`config.mk`:
```
export PLATFORM = sky130hd
export DESIGN_NAME = sum16_seq_ctrl
export DESIGN_NICKNAME = d
export VERILOG_FILES = /design/src/rtl/sum16_seq_ctrl.sv
export SDC_FILE = /design/constraint.sdc
export NUM_CORES = 1
export LEC_CHECK = 0
export ABC_CLOCK_PERIOD_IN_PS = 10850
export BUFFER_PORTS_ARGS = -buffer_cell sky130_fd_sc_hd__buf_2
export CORE_UTILIZATION = 50
export CTS_CLUSTER_SIZE = 14
export DETAILED_ROUTE_END_ITERATION = 8
export PLACE_DENSITY = 0.76
export SYNTH_ARGS = -nofsm -noshare
export SYNTH_HDL_FRONTEND = slang
export SYNTH_SLANG_ARGS = --single-unit
```
`constraint.sdc`:
```
create_clock -name clk -period 10.85 [get_ports clk]
set_input_delay 2.17 -clock clk [delete_from_list [all_inputs] [get_ports clk]]
set_output_delay 2.17 -clock clk [all_outputs]
set_load 0.005 [all_outputs]
```
`src/rtl/sum16_seq_ctrl.sv`:
```
// Multi-cycle W-bit add/subtract unit built around one shared 4-bit ripple adder.
// Operand nibbles are fed LSB-first, one per cycle, with the carry chained through
// a register; the result and flags are published only when the last nibble lands.

// 4-bit ripple-carry adder, the single arithmetic resource that gets time-shared.
module sum4_v1 (
    input  logic [3:0] i_a,
    input  logic [3:0] i_b,
    input  logic       i_ci,
    output logic [3:0] o_s,
    output logic       o_co
);
    logic [4:0] w_c;

    assign w_c[0] = i_ci;

    generate
        for (genvar gi = 0; gi < 4; gi++) begin : g_bit
            assign o_s[gi]     = i_a[gi] ^ i_b[gi] ^ w_c[gi];
            assign w_c[gi + 1] = (i_a[gi] & i_b[gi]) | (w_c[gi] & (i_a[gi] ^ i_b[gi]));
        end
    endgenerate

    assign o_co = w_c[4];
endmodule

module sum16_seq_ctrl #(
    parameter int NIB = 4
) (
    input  logic               clk,
    input  logic               reset_n,
    input  logic               start,
    input  logic               op,
    input  logic [4*NIB-1:0]   A,
    input  logic [4*NIB-1:0]   B,
    output logic               busy,
    output logic               done,
    output logic [4*NIB-1:0]   S,
    output logic               c_out,
    output logic               ovf,
    output logic               zero
);
    localparam int W      = 4 * NIB;
    localparam int STEP_W = (NIB > 1) ? $clog2(NIB) : 1;
    localparam logic [STEP_W-1:0] LAST_STEP = STEP_W'(NIB - 1);

    typedef enum logic [1:0] {
        ST_IDLE = 2'd0,
        ST_RUN  = 2'd1,
        ST_DONE = 2'd2
    } state_t;

    state_t              r_state;
    state_t              w_state_next;
    logic                w_load;
    logic                w_step_en;
    logic                w_last;

    logic [W-1:0]        r_opa;
    logic [W-1:0]        r_opb;
    logic                r_carry;
    logic [STEP_W-1:0]   r_step;
    logic [W-1:0]        r_acc;
    logic [W-1:0]        r_s;
    logic                r_cout;
    logic                r_ovf;
    logic                r_zero;

    logic [3:0]          w_a_nib [NIB];
    logic [3:0]          w_b_nib [NIB];
    logic [3:0]          w_sum;
    logic                w_co;
    logic [W-1:0]        w_acc_next;
    logic                w_ovf_next;
    logic                w_zero_next;

    // Split the captured operands into nibbles so the active step can pick one,
    // and splice the adder output into the accumulator at the active step.
    generate
        for (genvar gi = 0; gi < NIB; gi++) begin : g_nib
            assign w_a_nib[gi] = r_opa[4*gi +: 4];
            assign w_b_nib[gi] = r_opb[4*gi +: 4];
            assign w_acc_next[4*gi +: 4] =
                (r_step == STEP_W'(gi)) ? w_sum : r_acc[4*gi +: 4];
        end
    endgenerate

    sum4_v1 u_sum4 (
        .i_a  (w_a_nib[r_step]),
        .i_b  (w_b_nib[r_step]),
        .i_ci (r_carry),
        .o_s  (w_sum),
        .o_co (w_co)
    );

    // opB already holds ~B for subtraction, so this is the usual same-sign-in,
    // different-sign-out overflow rule for both operations.
    assign w_ovf_next  = (r_opa[W-1] == r_opb[W-1]) && (w_acc_next[W-1] != r_opa[W-1]);
    assign w_zero_next = (w_acc_next == '0);

    // State register; reset aborts any operation in flight.
    always_ff @(posedge clk) begin
        if (!reset_n) begin
            r_state <= ST_IDLE;
        end else begin
            r_state <= w_state_next;
        end
    end

    // Next-state and handshake decode; DONE accepts start like IDLE for back-to-back use.
    always_comb begin
        w_state_next = r_state;
        w_load       = 1'b0;
        w_step_en    = 1'b0;
        w_last       = 1'b0;
        busy         = 1'b0;
        done         = 1'b0;
        case (r_state)
            ST_IDLE: begin
                if (start) begin
                    w_load       = 1'b1;
                    w_state_next = ST_RUN;
                end
            end
            ST_RUN: begin
                busy      = 1'b1;
                w_step_en = 1'b1;
                if (r_step == LAST_STEP) begin
                    w_last       = 1'b1;
                    w_state_next = ST_DONE;
                end
            end
            ST_DONE: begin
                done = 1'b1;
                if (start) begin
                    w_load       = 1'b1;
                    w_state_next = ST_RUN;
                end else begin
                    w_state_next = ST_IDLE;
                end
            end
            default: begin
                w_state_next = ST_IDLE;
            end
        endcase
    end

    // Operand capture, nibble stepping, and result publication on the last step.
    always_ff @(posedge clk) begin
        if (!reset_n) begin
            r_opa   <= '0;
            r_opb   <= '0;
            r_carry <= 1'b0;
            r_step  <= '0;
            r_acc   <= '0;
            r_s     <= '0;
            r_cout  <= 1'b0;
            r_ovf   <= 1'b0;
            r_zero  <= 1'b0;
        end else begin
            if (w_load) begin
                r_opa   <= A;
                r_opb   <= op ? ~B : B;
                r_carry <= op;
                r_step  <= '0;
                r_acc   <= '0;
            end else if (w_step_en) begin
                r_acc   <= w_acc_next;
                r_carry <= w_co;
                r_step  <= w_last ? '0 : r_step + STEP_W'(1);
            end
            if (w_last) begin
                r_s    <= w_acc_next;
                r_cout <= w_co;
                r_ovf  <= w_ovf_next;
                r_zero <= w_zero_next;
            end
        end
    end

    assign S     = r_s;
    assign c_out = r_cout;
    assign ovf   = r_ovf;
    assign zero  = r_zero;
endmodule

```
### After elaboration in Yosys (flattened, before gate mapping)

Index checks and enable logic that the tools add are counted.

* register bits after elaboration: 72
* bits of input ports: 36
* output and inout port bits: 21
* logic and storage cells: 76

* $add $sub $neg: 1
* $lt $le $gt $ge: 1
* eq/ne operators: 9
* multiplexer cells: 24
* bitwise gates (word level): 23
* reduce and logical (&&, ||, !) cells: 8

Operator list (number)
* $mux W4: 8
* $bmux W4 S2: 2
* $logic_not A16 Y1: 1
* $mux W16: 1
* $not A16 Y16: 1
* $mux W1: 9
* $and A1 B1 Y1: 8
* $xor A1 B1 Y1: 8
* $eq A2 B2 Y1 const B: 3
* $mux W2: 3
* $pmux W2 S3: 1
* $eq A2 B1 Y1 const B: 2
* $logic_not A2 Y1: 2
* $ne A2 B2 Y1 const B: 2
* $or A1 B1 Y1: 4
* $reduce_or A2 Y1: 2
* $ge A3 B3 Y1 const B: 1
* $not A2 Y3: 1
* $add A2 B1 Y2 const B: 1
* $reduce_and A2 Y1: 1
* $reduce_bool A2 Y1: 1
* $eq A1 B1 Y1: 1
* $logic_and A1 B1 Y1: 1
* $ne A1 B1 Y1: 1
* $not A1 Y1: 1

### Longest topological paths before layout

Gate-level depths: netlist of run 1.

* word-level depth: 15
* gate-level depth with buffers: 12

### Hierarchy

From an unflattened synthesis of run 1, not the netlist that was laid out.

* cells, all modules: 348
* area total of the unflattened synthesis: 3248.1 um^2

Modules (own cells, without submodules)
* sum16_seq_ctrl: instances 1, cells an instance 334, area an instance 3130.5 um^2, sequential area each 1401.3 um^2
* sum4_v1: instances 1, cells an instance 14, area an instance 117.6 um^2, sequential area each 0.0 um^2

### Worst setup path before layout of run 1

No wires, ideal clock.

* path type: reg2reg
* start point: register r_step[0]
* end point: register r_ovf (netlist: ovf)
* arrival: 3.510 ns
* slack: 7.224 ns
* stages on the path, launching flop included: 13
* buffers on the path: 2
* cell sequence: dfxtp_1 -> buf_2 -> mux4_2 -> fa_1 -> fa_1 -> fa_1 -> inv_1 -> fa_1 -> buf_2 -> and2_1 -> o211ai_1 -> o2111ai_1 -> o211a_1

* cells in the longest elaborated chain, start to end: 15

Ends and longest elaborated chain
* start, declared: line 62 `logic [STEP_W-1:0] r_step;`
* start signal, assigned: line 170 `r_step <= w_last ? '0 : r_step + STEP_W'(1);`
* $not A2 Y3 (implied by the code): line 89, 90
* $bmux W4 S2, on equally long branches: line 89, 90
* $mux W4, on equally long branches (2 in series): line 89, 90
* $xor A1 B1 Y1: line 20 `assign w_c[gi + 1] = (i_a[gi] & i_b[gi]) | (w_c[gi] & (i_a[gi] ^ i_b[gi]));`
* $and A1 B1 Y1: line 20
* $or A1 B1 Y1: line 20
* $and A1 B1 Y1: line 20
* $or A1 B1 Y1: line 20
* $and A1 B1 Y1: line 20
* $or A1 B1 Y1: line 20
* $xor A1 B1 Y1: line 19 `assign o_s[gi] = i_a[gi] ^ i_b[gi] ^ w_c[gi];`
* $mux W4: line 84 `(r_step == STEP_W'(gi)) ? w_sum : r_acc[4*gi +: 4];`
* $ne A1 B1 Y1: line 98 `assign w_ovf_next = (r_opa[W-1] == r_opb[W-1]) && (w_acc_next[W-1] != r_opa[W-1]);`
* $logic_and A1 B1 Y1: line 98
* end signal, assigned: line 175 `r_ovf <= w_ovf_next;`
* end, declared: line 66 `logic r_ovf;`

Parallel ways exist; a longest one is shown, timed or not. The select of a mux whose other input is x is not followed.
A chain may end at the register's enable or synchronous reset.

### Worst setup path after layout of run 1

* start point: register r_step[0]
* end point: register r_zero (netlist: zero)

* cells in the longest elaborated chain, start to end: 14

Ends and longest elaborated chain
* $not A2 Y3 (implied by the code): line 89, 90
* $bmux W4 S2, on equally long branches: line 89, 90
* $mux W4, on equally long branches (2 in series): line 89, 90
* $xor A1 B1 Y1: line 19, 20
* $and A1 B1 Y1: line 20
* $or A1 B1 Y1: line 20
* $and A1 B1 Y1: line 20
* $or A1 B1 Y1: line 20
* $and A1 B1 Y1: line 20
* $or A1 B1 Y1: line 20
* $xor A1 B1 Y1: line 19
* $mux W4: line 84
* $logic_not A16 Y1: line 99 `assign w_zero_next = (w_acc_next == '0);`
* end signal, assigned: line 176 `r_zero <= w_zero_next;`
* end, declared: line 67 `logic r_zero;`

Parallel ways exist; a longest one is shown, timed or not. The select of a mux whose other input is x is not followed.

==> results_dict.tcl, run 1 <==
set metrics [dict create \
    status "completed" \
    synthTopCellsByCount "72 x dfxtp_1, 53 x nand2_1, 41 x nor2_1" \
    grt_max_degree 51 \
    p_clk_share_pct 38.5 \
    vias_per_cell 5.39 \
    max_freq_mhz 243 \
    crit_path_frequent_cell "fa_1" \
    fill_cells 557 \
    synth_area_leader_cell "dfxtp_1" \
    initial_core_util_pct 53.1 \
    rsz0062_at_grt "false" \
    syn_area_per_cell_um2 9.12 \
    io_pins 57 \
    cp.required_ps 11110 \
    worst_setup_path_end_kind "register" \
    hpwl_um 4400 \
    cts-hold-fix-buffers 0 \
    clkTransAtPathRegs_ps 70 \
    cts_buffers 9 \
    drc 0 \
    synth_top_cell_area_share_pct 44.8 \
    die_area_mm2 0.00676 \
    design_area_mm2 0.00370 \
    clk_latency_ps 340 \
    power_density_mw_per_mm2 160 \
    io_buffers 56 \
    critPathKind "reg2reg" \
    ant_nets 0 \
    relSlewSlack_pct 32.2 \
    fin_setup_tns_ps 0 \
    seq_area_frac_synth_pct 44.8 \
    p_seq_share_pct 48.0 \
    cts_resized 0 \
    clock_skew_ps 7.73 \
    fin_nets 434 \
    gp_congestion 0.804 \
    fin_crit_ps 4120 \
    cap_violations 0 \
    drt_first_pass_iters 4 \
    root_buffer "clkbuf_8" \
    crit_chain "mux4_2, fa_1, fa_1, fa_1, inv_1, fa_1, and3b_1, o211ai_1, or4_1, a21oi_1" \
    switching_share_pct 24.7 \
    place_area_mm2 0.00348 \
    maxSlewViolCount 0 \
    finalHoldViolCount 0 \
    combPwrFrac_pct 13.5 \
    clock_path_buffers 2 \
    fp.dieW_um 82.2 \
    leakage_uw 0.00151 \
    synth_cell_types 32 \
    synth-seq-cells 72 \
    antenna_cells 0 \
    htreeDepth 3 \
    drive_gt1_share_pct 20.5 \
    path_buf_inv 1 \
    power.internal_uw 445 \
    die_y_um 82.2 \
    worst_slew_pin_slew_ps 1010 \
    synthToLayoutAreaGrowth_pct 14.9 \
    cp.arrival_ps 4380 \
    final-instance-count-excl-fill 470 \
    synth_enable_flop_cells 0 \
    ys.flop_type "dfxtp_1" \
    cts_setup_buffers 0 \
    fin_crit_sh_pct 38.0 \
    grt_overflow 0 \
    rows 28 \
    p_sw_uw 146 \
    track_usage_pct 21.3 \
    place_inst 454 \
    yosysWarnings 0 \
    num_vias 2532 \
    wl_per_cell_um 13.9 \
    crit_slowest_cell "dfxtp_1" \
    max_stage_delay_ps 710 \
    preCtsSetupSlack_ps 6770 \
    drtIter0Drc 151 \
    antenna_found_initial 0 \
    synth_fp_nets 397 \
    syn-cell-area_mm2 0.00322 \
    core-area_mm2 0.00606 \
    synthArstFlopShare_pct 0 \
    cts_sinks 72 \
    ir_drop_uv 120 \
    hold_class "reg2reg" \
    synthTopCellsByArea "dfxtp_1 45%, a211oi_1 6.3%, nand2_1 6.2%, mux2i_1 5.6%, mux4_2 5.6%" \
    routed_wl_um 6550 \
    setup_viol 0 \
    fin_ws_ps 6730 \
    setup.worst_path.start_class "register" \
    grt_pass1_wl_um 10600 \
    crit_path_max_fanout 13 \
    yosysMostFrequentCell "dfxtp_1" \
    path_delay_family "adder cells" \
    tritoncts "done" \
    grt_pass1_vias 2325 \
    postSynthCellCount 353 \
]
path summary, 6_finish.rpt:
path	from	end	slack, ps	cells past startpoint
min reg2reg	S[11]	S[11]	450	2
min	S[11]	S[11]	450	2
max reg2reg	r_step[0]	zero	6730	10
max	r_step[0]	zero	6730	10
registers in the layout (all words and copies together) (netlist names):
signal	count
r_carry	1
zero	1
r_state	2
ovf	1
r_step	2
r_opb	16
r_acc	16
c_out	1
S	16
r_opa	16
cells in the final DEF, fill, tap and decap left out, types with 2 or more instances in the layout:
cell       synthesis  routed
a311oi_1           3       3
bufinv_16          0       2
mux4_2             8       8
nor2b_1            4       3
a21oi_1           33      33
xnor2_1           16      16
and3b_1            4       4
clkbuf_8           0      10
buf_2              6      56
mux2i_1           18      18
clkbuf_1          25       3
o211ai_1           5       5
ha_1               4       4
fa_1               4       4
o21ai_0            3       3
inv_1              6       6
nor3b_1            2       2
a211oi_1          27      27
o22ai_1            2       2
buf_4              1       2
nand2_1           53      53
nor2_1            41      41
nor3_1             6       6
dfxtp_1           72      72
layout make-up:
class | instances | area, um2 | share of cell area [%]
Clock buffer | 13 | 149 | 4.03
Clock inverter | 3 | 65.1 | 1.76
Inverter | 6 | 22.5 | 0.609
Multi-Input combinational cell | 243 | 1630 | 44.1
Sequential cell | 72 | 1440 | 39.0
Tap cell | 75 | 93.8 | 2.54
Timing Repair Buffer | 58 | 295 | 7.98
cell families after synthesis:
group | after synthesis | synth area share [%]
adders and majority gates | 8 | 4.04
DFF | 72 | 44.8
muxes | 26 | 11.2
and+or+nand+nor | 116 | 15.5
xor gates and xnor gates | 16 | 4.35
buffers and inverters | 38 | 4.78
AOI/OAI and AO/OA | 77 | 15.4
power groups by stage:
stage	registers [uW]	clock network (uW)	logic, uW
global route	285	243	87.9
detailed placement	289	0	79.0
floorplan	285	0	60.0
global placement	289	0	77.5
finish	284	227	79.7
CTS	283	231	79.3
metal layers:
metal	share of wire (%)	vias to the layer above	track usage [%]
li1	-	1291	-
met1	48	1156	26.5
met2	46	77	34.3
met3	5.0	8	5.60
met4	1.5	0	10.0
met5	0	-	0
stage by stage:
stage	hold slack (ps)	total power [uW]	utilization (%)
5_1_grt	472	616	61.0
2_1_floorplan	433	345	-
3_3_place_gp	438	367	57.5
3_5_place_dp	444	368	57.5
4_1_cts	453	594	61.0
6_report	448	590	61.0
tightest hold or removal path, delay by kind of cell (launching register included):
family | cells | cell delay, ps
compound gates | 1 | 50
simple gates | 1 | 50
flops | 1 | 310
(Power assumes the default switching activity.)
==> inputs of run 2 (changes only) <==
Settings changed: ABC_CLOCK_PERIOD_IN_PS 10850 to 4200.
Clock period 10.85 ns to 4.2 ns, I/O delays scaled along.
==> results_dict.tcl, run 2 (same netlist as run 1, synthesis figures left out) <==
set metrics [dict create \
    initial_core_util_pct 53.1 \
    root_buffer "clkbuf_8" \
    die_y_um 82.2 \
    crit_path_max_fanout 13 \
    htreeDepth 3 \
    cp.arrival_ps 4180 \
    io_buffers 56 \
    max_freq_mhz 257 \
    setup.worst_path.start_class "register" \
    grt_overflow 0 \
    place_inst 457 \
    worst_slew_pin_slew_ps 949 \
    grt_pass1_wl_um 10800 \
    core-area_mm2 0.00606 \
    final-instance-count-excl-fill 473 \
    die_area_mm2 0.00676 \
    drt_first_pass_iters 4 \
    final_common_cell "dfxtp_1" \
    antenna_found_initial 0 \
    clkTransAtPathRegs_ps 70 \
    cts_sinks 72 \
    grt_max_degree 51 \
    drive_gt1_share_pct 21.9 \
    fin_ws_ps 309 \
    num_vias 2559 \
    setup_viol 0 \
    preCtsSetupSlack_ps 306 \
    drtIter0Drc 141 \
    ir_drop_uv 291 \
    power_uw 1660 \
    track_usage_pct 21.6 \
    leakage_uw 0.00155 \
    fp.dieW_um 82.2 \
    critPathKind "reg2reg" \
    worst_setup_path_end_kind "register" \
    cts-hold-fix-buffers 0 \
    cap_violations 0 \
    rows 28 \
    drc 0 \
    routed_wl_um 6590 \
    final_cell_mix "72 x dfxtp_1, 56 x buf_2, 53 x nand2_1" \
    ant_nets 0 \
    cts_resized 0 \
    vias_per_cell 5.41 \
    clock_skew_ps 7.47 \
    clk_latency_ps 360 \
    cts_buffers 9 \
    fin_setup_tns_ps 0 \
    status "completed" \
    hpwl_um 4620 \
    fin_crit_sh_pct 92.6 \
    fin_nets 437 \
    finalHoldViolCount 0 \
    clock_path_buffers 2 \
    antenna_cells 0 \
    rsz0062_at_grt "false" \
    maxSlewViolCount 0 \
    wl_per_cell_um 13.9 \
    fin_crit_ps 3890 \
    hold_class "reg2reg" \
    power_density_mw_per_mm2 441 \
    gp_congestion 0.814 \
    tritoncts "done" \
    cp.required_ps 4480 \
    r2r_setup_slack_ps 310 \
    cts_setup_buffers 0 \
    grt_pass1_vias 2338 \
    relSlewSlack_pct 36.6 \
    io_pins 57 \
    synthToLayoutAreaGrowth_pct 17.3 \
]
[run 2: final timing paths]
| path | start | end | cells past startpoint |
|---|---|---|---|
| hold / removal | r_opa[3] | r_opa[3] | 2 |
| hold reg to reg | r_opa[3] | r_opa[3] | 2 |
| setup / recovery | r_step[0] | zero | 10 |
| setup reg to reg | r_step[0] | zero | 10 |
[run 2: power by group]
group	switching [uW]	leakage, uW	internal, uW
Clock	258	0.000136	469
Combinational	119	0.000827	87.8
Sequential	19.2	0.000587	711
[run 2: routing by layer]
metal  global-route usage, %  wire (um)  vias up  part of all wire, %
met5                       0          0        -                    0
met1                    26.8       3020     1173                   46
met2                    35.6       3040       78                   46
met4                    10.0        130        0                  2.0
met3                    4.62        393       12                  6.0
li1                        -          -     1296                    -
[run 2: area by class of cell]
class	instances	area, um2
fillers	530	2290
multi-input cells	243	1630
flip-flops and latches	72	1440
repair buffers	61	318
clock buffers	10	138
clock inverters	6	130
well taps	75	93.8
inverters	6	22.5
[run 2: critical path, stage by stage, from the launching register on]
cell and delay (ps):
dfxtp_1 540, mux4_2 570, fa_1 420, fa_1 400, fa_1 370, inv_1 90
fa_1 430, and3b_1 220, o211ai_1 90, or4_1 540, a21oi_1 150
[run 2: through the flow]
step / hold WS (ps) / utilization, % / instance area (um2)
final: 457 / 62.3 / 3770
after global routing: 480 / 62.3 / 3770
after CTS: 461 / 62.3 / 3770
after detailed placement: 451 / 57.9 / 3510
after global placement: 439 / 57.9 / 3510
after floorplan: 433 / - / 3220
